===== src/rtl/alu_pipe_if.sv =====
// Issue/result bus of the integer ALU: operands in, rd/value/sid out, with valid/ready on both sides.
interface alu_pipe_if #(
   parameter int XLEN  = 64,
   parameter int SID_W = 4
);
   logic             in_valid;
   logic             in_ready;
   logic [SID_W-1:0] in_sid;
   logic [XLEN-1:0]  in_pc;
   logic [31:0]      in_inst;
   logic [XLEN-1:0]  rs1_value;
   logic [XLEN-1:0]  rs2_value;
   logic             flush;
   logic             out_valid;
   logic             out_ready;
   logic [SID_W-1:0] out_sid;
   logic [4:0]       out_rd;
   logic [XLEN-1:0]  out_rd_value;
   logic             out_illegal;

   modport master (
      output in_valid, in_sid, in_pc, in_inst, rs1_value, rs2_value, flush, out_ready,
      input  in_ready, out_valid, out_sid, out_rd, out_rd_value, out_illegal
   );

   modport slave (
      input  in_valid, in_sid, in_pc, in_inst, rs1_value, rs2_value, flush, out_ready,
      output in_ready, out_valid, out_sid, out_rd, out_rd_value, out_illegal
   );
endinterface


===== src/rtl/alu_pipe.sv =====
// Pipelined RV32I/RV64I integer ALU with valid/ready backpressure, flush and illegal-op flagging.
// XLEN must be 32 or 64; STAGES (1..4) is the latency with no backpressure.
module alu_pipe #(
   parameter int XLEN   = 64,
   parameter int STAGES = 1,
   parameter int SID_W  = 4
) (
   input  logic       clk,
   input  logic       rst_n,
   alu_pipe_if.slave  bus
);
   localparam logic [6:0] OPC_OP_IMM   = 7'b0010011;
   localparam logic [6:0] OPC_OP       = 7'b0110011;
   localparam logic [6:0] OPC_LUI      = 7'b0110111;
   localparam logic [6:0] OPC_AUIPC    = 7'b0010111;
   localparam logic [6:0] OPC_OP_IMM32 = 7'b0011011;
   localparam logic [6:0] OPC_OP32     = 7'b0111011;
   localparam logic [6:0] F7_ZERO      = 7'b0000000;
   localparam logic [6:0] F7_ALT       = 7'b0100000;

   logic             s0_valid;
   logic [SID_W-1:0] s0_sid;
   logic [XLEN-1:0]  s0_pc;
   logic [31:0]      s0_inst;
   logic [XLEN-1:0]  s0_rs1;
   logic [XLEN-1:0]  s0_rs2;
   logic             s0_adv;

   always_ff @(posedge clk or negedge rst_n) begin
      if (!rst_n) begin
         s0_valid <= 1'b0;
         s0_sid   <= '0;
         s0_pc    <= '0;
         s0_inst  <= '0;
         s0_rs1   <= '0;
         s0_rs2   <= '0;
      end else begin
         if (bus.flush)
            s0_valid <= 1'b0;
         else if (s0_adv)
            s0_valid <= bus.in_valid;
         if (s0_adv && bus.in_valid && !bus.flush) begin
            s0_sid  <= bus.in_sid;
            s0_pc   <= bus.in_pc;
            s0_inst <= bus.in_inst;
            s0_rs1  <= bus.rs1_value;
            s0_rs2  <= bus.rs2_value;
         end
      end
   end

   assign bus.in_ready = s0_adv;

   // ---------------------------------------------------------------- execute
   logic [6:0]             opcode;
   logic [2:0]             funct3;
   logic [6:0]             funct7;
   logic                   is_reg;
   logic                   sub_sel;
   logic [XLEN-1:0]        imm_i;
   logic [XLEN-1:0]        imm_u;
   logic [XLEN-1:0]        op_a;
   logic [XLEN-1:0]        op_b;
   logic signed [XLEN-1:0] op_a_s;
   logic [5:0]             shamt;
   logic [XLEN-1:0]        add_sub;
   logic [XLEN-1:0]        sll_v;
   logic [XLEN-1:0]        srl_v;
   logic [XLEN-1:0]        sra_v;
   logic                   lt_s;
   logic                   lt_u;
   logic [31:0]            w_a;
   logic [31:0]            w_b;
   logic signed [31:0]     w_a_s;
   logic [4:0]             w_sh;
   logic [31:0]            w_sum;
   logic [31:0]            w_sll;
   logic [31:0]            w_srl;
   logic signed [31:0]     w_sra;
   logic signed [31:0]     w_res;
   logic [XLEN-1:0]        res_value;
   logic                   res_ill;
   logic                   unused_rs1_idx;

   assign opcode  = s0_inst[6:0];
   assign funct3  = s0_inst[14:12];
   assign funct7  = s0_inst[31:25];
   assign is_reg  = (opcode == OPC_OP) || (opcode == OPC_OP32);
   // On ADDI/ADDIW bit 30 belongs to the immediate, so only register forms may subtract
   assign sub_sel = is_reg && s0_inst[30];
   assign imm_i   = {{(XLEN-12){s0_inst[31]}}, s0_inst[31:20]};
   assign imm_u   = XLEN'($signed({s0_inst[31:12], 12'h000}));
   assign op_a    = s0_rs1;
   assign op_b    = is_reg ? s0_rs2 : imm_i;
   assign op_a_s  = op_a;
   assign shamt   = (XLEN == 64) ? op_b[5:0] : {1'b0, op_b[4:0]};
   assign add_sub = sub_sel ? (op_a - op_b) : (op_a + op_b);
   assign sll_v   = op_a << shamt;
   assign srl_v   = op_a >> shamt;
   assign sra_v   = op_a_s >>> shamt;
   assign lt_s    = $signed(op_a) < $signed(op_b);
   assign lt_u    = op_a < op_b;

   assign w_a     = op_a[31:0];
   assign w_b     = op_b[31:0];
   assign w_a_s   = w_a;
   assign w_sh    = op_b[4:0];
   assign w_sum   = sub_sel ? (w_a - w_b) : (w_a + w_b);
   assign w_sll   = w_a << w_sh;
   assign w_srl   = w_a >> w_sh;
   assign w_sra   = w_a_s >>> w_sh;

   assign unused_rs1_idx = ^s0_inst[19:15];

   always_comb begin
      res_value = '0;
      res_ill   = 1'b0;
      w_res     = '0;
      case (opcode)
         OPC_OP_IMM, OPC_OP: begin
            case (funct3)
               3'b000:  res_value = add_sub;
               3'b001:  res_value = sll_v;
               3'b010:  res_value = XLEN'(lt_s);
               3'b011:  res_value = XLEN'(lt_u);
               3'b100:  res_value = op_a ^ op_b;
               3'b101:  res_value = s0_inst[30] ? sra_v : srl_v;
               3'b110:  res_value = op_a | op_b;
               default: res_value = op_a & op_b;
            endcase
            if (opcode == OPC_OP)
               res_ill = !((funct7 == F7_ZERO) ||
                           ((funct7 == F7_ALT) && ((funct3 == 3'b000) || (funct3 == 3'b101))));
            else if (funct3 == 3'b001)
               res_ill = (s0_inst[31:26] != 6'd0) || ((XLEN == 32) && s0_inst[25]);
            else if (funct3 == 3'b101)
               res_ill = s0_inst[31] || (s0_inst[29:26] != 4'd0) || ((XLEN == 32) && s0_inst[25]);
         end
         OPC_LUI:   res_value = imm_u;
         OPC_AUIPC: res_value = s0_pc + imm_u;
         OPC_OP_IMM32, OPC_OP32: begin
            case (funct3)
               3'b000: begin
                  w_res   = w_sum;
                  res_ill = (opcode == OPC_OP32) && (funct7 != F7_ZERO) && (funct7 != F7_ALT);
               end
               3'b001: begin
                  w_res   = w_sll;
                  res_ill = funct7 != F7_ZERO;
               end
               3'b101: begin
                  w_res   = s0_inst[30] ? w_sra : w_srl;
                  res_ill = (funct7 != F7_ZERO) && (funct7 != F7_ALT);
               end
               default: res_ill = 1'b1;
            endcase
            res_value = XLEN'(w_res);
            if (XLEN != 64)
               res_ill = 1'b1;
         end
         default: res_ill = 1'b1;
      endcase
      if (res_ill)
         res_value = '0;
   end

   // ---------------------------------------------------------------- result stages
   generate
      if (STAGES == 1) begin : g_direct
         assign s0_adv           = ~s0_valid | bus.out_ready;
         assign bus.out_valid    = s0_valid;
         assign bus.out_sid      = s0_sid;
         assign bus.out_rd       = s0_inst[11:7];
         assign bus.out_rd_value = res_value;
         assign bus.out_illegal  = s0_valid & res_ill;
      end else begin : g_pipe
         localparam int N = STAGES - 1;

         logic [N-1:0]     valid_reg;
         logic [N-1:0]     ill_reg;
         logic [N-1:0]     adv;
         logic [N-1:0]     src_valid;
         logic [N-1:0]     src_ill;
         logic [SID_W-1:0] sid_reg   [N];
         logic [4:0]       rd_reg    [N];
         logic [XLEN-1:0]  value_reg [N];
         logic [SID_W-1:0] src_sid   [N];
         logic [4:0]       src_rd    [N];
         logic [XLEN-1:0]  src_value [N];

         // A stage moves when any slot from it to the output is free or the output drains
         assign s0_adv = bus.out_ready | ~s0_valid | ~(&valid_reg);

         for (genvar gi = 0; gi < N; gi++) begin : g_link
            assign adv[gi] = bus.out_ready | ~(&valid_reg[N-1:gi]);
            if (gi == 0) begin : g_head
               assign src_valid[gi] = s0_valid;
               assign src_ill[gi]   = res_ill;
               assign src_sid[gi]   = s0_sid;
               assign src_rd[gi]    = s0_inst[11:7];
               assign src_value[gi] = res_value;
            end else begin : g_body
               assign src_valid[gi] = valid_reg[gi-1];
               assign src_ill[gi]   = ill_reg[gi-1];
               assign src_sid[gi]   = sid_reg[gi-1];
               assign src_rd[gi]    = rd_reg[gi-1];
               assign src_value[gi] = value_reg[gi-1];
            end
         end

         always_ff @(posedge clk or negedge rst_n) begin
            if (!rst_n) begin
               valid_reg <= '0;
               ill_reg   <= '0;
               for (int k = 0; k < N; k++) begin
                  sid_reg[k]   <= '0;
                  rd_reg[k]    <= '0;
                  value_reg[k] <= '0;
               end
            end else begin
               for (int k = 0; k < N; k++) begin
                  if (bus.flush)
                     valid_reg[k] <= 1'b0;
                  else if (adv[k])
                     valid_reg[k] <= src_valid[k];
                  if (adv[k] && src_valid[k] && !bus.flush) begin
                     ill_reg[k]   <= src_ill[k];
                     sid_reg[k]   <= src_sid[k];
                     rd_reg[k]    <= src_rd[k];
                     value_reg[k] <= src_value[k];
                  end
               end
            end
         end

         assign bus.out_valid    = valid_reg[N-1];
         assign bus.out_sid      = sid_reg[N-1];
         assign bus.out_rd       = rd_reg[N-1];
         assign bus.out_rd_value = value_reg[N-1];
         assign bus.out_illegal  = ill_reg[N-1];
      end
   endgenerate
endmodule


===== src/flat_wrapper.sv =====
// flat-port wrapper written by rule: the top's interface ports become plain ports
module alu_pipe_flat 
#(
   parameter int XLEN   = 64,
   parameter int STAGES = 1,
   parameter int SID_W  = 4
)
  (clk, rst_n, bus_in_valid, bus_in_sid, bus_in_pc, bus_in_inst, bus_rs1_value, bus_rs2_value, bus_flush, bus_out_ready, bus_in_ready, bus_out_valid, bus_out_sid, bus_out_rd, bus_out_rd_value, bus_out_illegal);
  alu_pipe_if #(.XLEN(XLEN), .SID_W(SID_W)) bus_i ();
  input  logic clk;
  input  logic rst_n;
  input wire logic [$bits(bus_i.in_valid)-1:0] bus_in_valid;
  input wire logic [$bits(bus_i.in_sid)-1:0] bus_in_sid;
  input wire logic [$bits(bus_i.in_pc)-1:0] bus_in_pc;
  input wire logic [$bits(bus_i.in_inst)-1:0] bus_in_inst;
  input wire logic [$bits(bus_i.rs1_value)-1:0] bus_rs1_value;
  input wire logic [$bits(bus_i.rs2_value)-1:0] bus_rs2_value;
  input wire logic [$bits(bus_i.flush)-1:0] bus_flush;
  input wire logic [$bits(bus_i.out_ready)-1:0] bus_out_ready;
  output wire logic [$bits(bus_i.in_ready)-1:0] bus_in_ready;
  output wire logic [$bits(bus_i.out_valid)-1:0] bus_out_valid;
  output wire logic [$bits(bus_i.out_sid)-1:0] bus_out_sid;
  output wire logic [$bits(bus_i.out_rd)-1:0] bus_out_rd;
  output wire logic [$bits(bus_i.out_rd_value)-1:0] bus_out_rd_value;
  output wire logic [$bits(bus_i.out_illegal)-1:0] bus_out_illegal;
  assign bus_i.in_valid = bus_in_valid;
  assign bus_i.in_sid = bus_in_sid;
  assign bus_i.in_pc = bus_in_pc;
  assign bus_i.in_inst = bus_in_inst;
  assign bus_i.rs1_value = bus_rs1_value;
  assign bus_i.rs2_value = bus_rs2_value;
  assign bus_i.flush = bus_flush;
  assign bus_i.out_ready = bus_out_ready;
  assign bus_in_ready = bus_i.in_ready;
  assign bus_out_valid = bus_i.out_valid;
  assign bus_out_sid = bus_i.out_sid;
  assign bus_out_rd = bus_i.out_rd;
  assign bus_out_rd_value = bus_i.out_rd_value;
  assign bus_out_illegal = bus_i.out_illegal;
  alu_pipe #(.XLEN(XLEN), .STAGES(STAGES), .SID_W(SID_W)) u_core (.clk(clk), .rst_n(rst_n), .bus(bus_i));
endmodule

===== config.mk =====
export PLATFORM = sky130hd
export DESIGN_NAME = alu_pipe_flat
export DESIGN_NICKNAME = d
export VERILOG_FILES = /design/src/rtl/alu_pipe_if.sv /design/src/rtl/alu_pipe.sv /design/src/flat_wrapper.sv
export SDC_FILE = /design/constraint.sdc
export NUM_CORES = 2
export LEC_CHECK = 0
export ABC_AREA = 1
export CAP_MARGIN = 20
export CORE_AREA = 2 2 333 335
export CTS_CLUSTER_SIZE = 14
export DETAILED_ROUTE_END_ITERATION = 6
export DIE_AREA = 0 0 335 337
export HOLD_SLACK_MARGIN = 0.05
export MAX_ROUTING_LAYER = met4
export PLACE_DENSITY = 0.61
export SYNTH_ARGS = -nofsm -noshare
export SYNTH_HDL_FRONTEND = slang
export SYNTH_SLANG_ARGS = --single-unit

===== constraint.sdc =====
create_clock -name clk -period 14.8 [get_ports clk]
set_clock_uncertainty 0.15 [all_clocks]
set_input_delay 2.96 -clock clk [delete_from_list [all_inputs] [get_ports clk]]
set_output_delay 2.96 -clock clk [all_outputs]
set_load 0.01 [all_outputs]

# Word level (Yosys, flattened, before mapping)
# Index checks and enable logic that the tools add are counted.
[totals]
inputBits = 233
out_inout_bits = 76
register_bits = 229
wordCells = 77
[classes]
bitwise_logic = 6
n_addsub = 5
eq_ne = 14
reduce_logical = 22
n_shift = 6
mux = 16
order_cmp = 2
[ops]
columns = ["op", "n"]
rows = [
  ["$pmux 64 s7", 1],
  ["$mux 64", 4],
  ["$pmux 64 s4", 1],
  ["$add 64x64->64", 2],
  ["$lt 64x64->1", 2],
  ["$pmux 32 s3", 1],
  ["$and 64x64->64", 1],
  ["$mux 32", 2],
  ["$or 64x64->64", 1],
  ["$shl 64x6->64", 1],
  ["$shr 64x6->64", 1],
  ["$sshr 64x6->64", 1],
  ["$sub 64x64->64", 1],
  ["$xor 64x64->64", 1],
  ["$add 32x32->32", 1],
  ["$shl 32x5->32", 1],
  ["$shr 32x5->32", 1],
  ["$sshr 32x5->32", 1],
  ["$sub 32x32->32", 1],
  ["$eq 7x6->1 const B", 4],
  ["$eq 7x5->1 const B", 3],
  ["$eq 3x3->1 const B", 3],
  ["$logic_and 1x1->1", 7],
  ["$logic_not 7->1", 1],
  ["other kinds (16)", 28],
]

# Depth between registers and ports, before layout
[depth]
word_depth = 8
depth_mapped = 38
ltp_nobuf = 35

# Worst setup path after synthesis
# No wires, ideal clock.
[synth_timing]
path_type = "register to output"
start = "register u_core.s0_inst[31]"
end = "output port bus_out_rd_value[46]"
stages_incl_launch_ff = 32
t_arrival_ps = 4655
slack_ps = 7035
required_time_ps = 11690
path_cell_list = "dfrtp_1 > inv_1 > nand3_1 > o21ai_1 > nand2_1 > nor3_2 > nand2_1 > nor2_4 > inv_1 > nor2_1 > inv_1 > nor2_2 > nand3_1 > o21ai_1 > xor2_1 > ha_1 > nand2_1 > nor4_1 > nand3_1 > nand3_1 > nand2_1 > o211ai_1 > a21oi_1 > nand3b_1 > nand3_1 > nand2_1 > nand2_1 > nand2_2 > buf_6 > buf_12 > nor2_2 > a21oi_2"
[synth_via]
elab_chain_len = 7
elab_cells_between_ends = 32
[synth_rtl]
columns = ["element", "line_no", "source"]
rows = [
  ["start: declaration", "alu_pipe.sv:24", "logic [31:0] s0_inst;"],
  ["start signal: assignment", "alu_pipe.sv:45", "s0_inst <= bus.in_inst;"],
  ["parallel branches: the longest is 6 deep, another holds $add 64x64->64", "-", ""],
  ["$mux 64 *", "alu_pipe.sv:163", "if (res_ill)"],
  ["end: declaration", "flat_wrapper.sv:24", "output wire logic [$bits(bus_i.out_rd_value)-1:0] bus_out_rd_value;"],
]
# Every way passes the cells marked *.

# Final worst setup path
[layout_timing]
start = "register u_core.s0_inst[3]"
end = "output port bus_out_rd_value[21]"
[layout_via]
elab_chain_len = 8
elab_cells_between_ends = 38
[layout_rtl]
columns = ["element", "line_no", "source"]
rows = [
  ["$eq 7x6->1 (on tied branches)", "-", ""],
  ["$logic_or 1x1->1", "alu_pipe.sv:88", "assign is_reg = (opcode == OPC_OP) || (opcode == OPC_OP32);"],
  ["$mux 64", "alu_pipe.sv:94", "assign op_b = is_reg ? s0_rs2 : imm_i;"],
  ["$add 64x64->64, or another cell as far along", "alu_pipe.sv:97", "assign add_sub = sub_sel ? (op_a - op_b) : (op_a + op_b);"],
  ["$mux 64, or another cell as far along", "alu_pipe.sv:97", ""],
  ["$pmux 64 s7 or $pmux 32 s3 (tied branches)", "alu_pipe.sv:121, alu_pipe.sv:142", ""],
  ["$pmux 64 s4", "alu_pipe.sv:119", "case (opcode)"],
  ["$mux 64 *", "alu_pipe.sv:163", ""],
]
# Every way passes the cells marked *; elsewhere a longest branch is shown, timed or not.

==> out/results.ini <==
[sta]
tightest_slew_ns = 1.35
drv_slew = 0
finalCriticalPeriod_ns = 12.01
finalHoldViolCount = 0
finalSetupViolations = 0
fin_crit_sh = 0.811
rsz0062_at_grt = no
tns_ns = 0
relSlewSlack = 0.0934
max_freq_mhz = 83.3

[synth]
synth_mux_area_frac = 0.0449
synth.distinct_cells = 62
avgSynthCellArea_sq_um = 5.61
ys.flop_type = dfrtp_1
yosys_warnings = 0
ys_ff_latch = 229
syn_area_sq_um = 38000
syn_nets = 7241
synth_xor_xnor_area_share = 0.0131
async_flop_share = 1.00
synth_top_family_by_area = simple AND/OR/NAND/NOR gates
post-synth-top-area-cell = nand2_1
ys_seq_area_frac = 0.151
synth_edf_count = 0
synthCells = 6782
synth.top_cell.area_share = 0.186
yosys.area_share.simple = 0.385
synth-compound-area-share = 0.215
synth_fa_ha_area_frac = 0.0750
synth_area_leaders = nand2_1 (19%), dfrtp_1 (15%), nand3_1 (10%)

[finish]
final_common_cell = nand2_1
synthToLayoutAreaGrowth_pct = 14.5
final_core_utilization = 0.397
fin_nets = 7350
final_cell_mix = nand2_1 (1,879), inv_1 (805), nand3_1 (760)
post-route-cell-area_sq_um = 43500
drive_gt1_frac = 0.0560

[cts]
h-tree-depth = 2
numClockSinks = 229
numCtsBuffers = 36
postCtsHoldBufs = 0
clk_pin_slew_ns = 0.05
cts_resized = 0
clk_latency_ns = 0.63
cts-root-buf = clkbuf_16
cts_tree = yes
cts_setup_buffers = 0
clk_path_buf_depth = 3

[run_status]
violations = design-rule violations
outcome = finished, violations left

[detailed_routing]
vias = 52400
drc = 8
dr.pass1.iters = 7
viasPerCell = 6.25
ant_nets = 0
drtIter0Drc = 8604
routed_wl_um = 282000
wire_per_inst_um = 33.7

[worst_setup_path]
path_delay_family = compound AO/OA/AOI/OAI gates
crit_path_end_kind = primary output
start_kind = flip-flop
cp.required_ns = 11.69
critPathMaxStageDelay_ns = 0.93
path_class = flip-flop to primary output
worst_ep_arrival_time_ns = 8.90
slowest_stage = o21ai_0
worst-path-buf-inv = 5
reg2regPathDepth = 7
ff2ff_setup_slack_ns = 11.05
cpMostUsedCell = a21oi_1
r2r_start = u_core.bus.out_valid
cp_max_fo = 38
r2r-end = u_core.s0_rs2[29]

[place]
place_area_sq_um = 42300
gp_congestion = 1.24
dp_hpwl_um = 231000
port_buffers = 308

[hold_path]
worstHoldPathType = flip-flop to flip-flop
hold_path_end = u_core.s0_rs2[35]
min_from = u_core.s0_rs2[35]
min_path_cells = 1

[global_routing]
grt_pass1_vias = 46800
grtUsageTotal = 0.494
grt_pass1_wl_um = 378000
grt_max_degree = 142
grt_overflow = 0
antenna_found_initial = 40

[floorplanning]
core_sq_um = 110000
rows = 122
fp.dieW_um = 335
start_util = 0.347
die_area_sq_um = 113000
die_height_um = 337
num_io_pins = 309

[power]
ir_worst_vdd_mv = 0.0865
powerDensity_nw_per_um2 = 147
cellLeakagePower_uw = 0.0206

[flow_run]
max-cap-violations = 0

==> layer usage <==
| layer | routed length [um] | GRT usage | vias to the layer above |
|---|---|---|---|
| met5 | 0 | - | - |
| met3 | 36500 | 0.156 | 737 |
| met2 | 110000 | 0.667 | 3893 |
| met1 | 113000 | 0.629 | 25000 |
| li1 | - | - | 22700 |
| met4 | 22300 | 0.316 | 0 |
==> flip-flops by register name, summed over array words and instances (netlist names) <==
name,flops
u_core.op_a,64
u_core.s0_pc,64
u_core.s0_rs2,64
u_core.s0_inst,32
u_core.bus.out_sid,4
u_core.bus.out_valid,1
==> worst register-to-register path: stages, from the launching register on <==
cell and delay [ns]:
dfrtp_1 0.36, inv_1 0.05, or2_2 0.32, nand2_4 0.67, buf_12 0.46, buf_4 0.94, nor2_1 0.52, a21oi_1 0.22
==> synth_stat cells, types with 10 or more instances <==
master / number
nor3_1: 47
mux2_2: 148
a21boi_0: 12
nor2_1: 658
nor2_2: 14
or2_2: 37
o22ai_1: 15
nand2_1: 1886
a31oi_1: 63
inv_1: 809
o21ai_1: 13
o21bai_1: 24
xor2_1: 50
nand4_1: 50
ha_1: 223
a221oi_1: 20
buf_1: 59
a211oi_1: 16
dfrtp_1: 229
nand3b_1: 11
o21ai_0: 518
buf_2: 45
o211ai_1: 72
o21a_1: 38
nor4_1: 26
a21oi_1: 609
clkbuf_1: 190
a21oi_2: 10
nand3_1: 760
buf_4: 10
a21o_1: 12
o221ai_1: 12
==> worst max path at each step <==
stage | startpoint | endpoint | slack [ns] | depth (start not counted)
3_3_place_gp | u_core.s0_inst[3] | bus_out_rd_value[21] | 3.95 | 28
5_1_grt | u_core.s0_inst[3] | bus_out_rd_value[36] | 2.54 | 34
6_report | u_core.s0_inst[3] | bus_out_rd_value[21] | 2.79 | 28
4_1_cts | u_core.s0_inst[3] | bus_out_rd_value[41] | 3.15 | 34
2_1_floorplan | u_core.s0_inst[31] | bus_out_rd_value[46] | 7.03 | 31
3_5_place_dp | u_core.s0_inst[3] | bus_out_rd_value[41] | 3.82 | 34
==> area by class of cell <==
class	count	area (sq um)
Clock inverter	11	143
Sequential cell	229	5730
Fill cell	12500	66100
Inverter	825	3110
Antenna cell	36	90.1
Clock buffer	52	1010
Multi-Input combinational cell	5416	28000
Timing Repair Buffer	383	3700
Tap cell	1426	1780
==> power by group <==
group	total [uW]	switching, uW	leakage, uW	internal (uW)
Combinational	4610	3440	0.0174	1170
Sequential	876	147	0.00262	729
Clock	903	392	0.000554	512
==> kinds of logic after synthesis <==
family | Yosys count
muxes | 152
DFF | 229
and+or+nand+nor | 3513
AOI/OAI and AO/OA | 1468
xor gates and xnor gates | 57
adders and majority gates | 226
buffers and inverters | 1137
==> stage by stage <==
| stage | power [uW] | cells | worst slack (ns) | hold slack (ns) |
|---|---|---|---|---|
| 2_1_floorplan | 3390 | 6782 | 7.03 | 0.321 |
| 3_3_place_gp | 5210 | 8274 | 3.95 | 0.334 |
| 3_5_place_dp | 5190 | 8277 | 3.82 | 0.341 |
| 4_1_cts | 6100 | 8340 | 3.15 | 0.353 |
| 5_1_grt | 6590 | 8374 | 2.54 | 0.365 |
| 6_report | 6390 | 8378 | 2.79 | 0.349 |
Note: power is estimated with default switching activity, not from simulation.
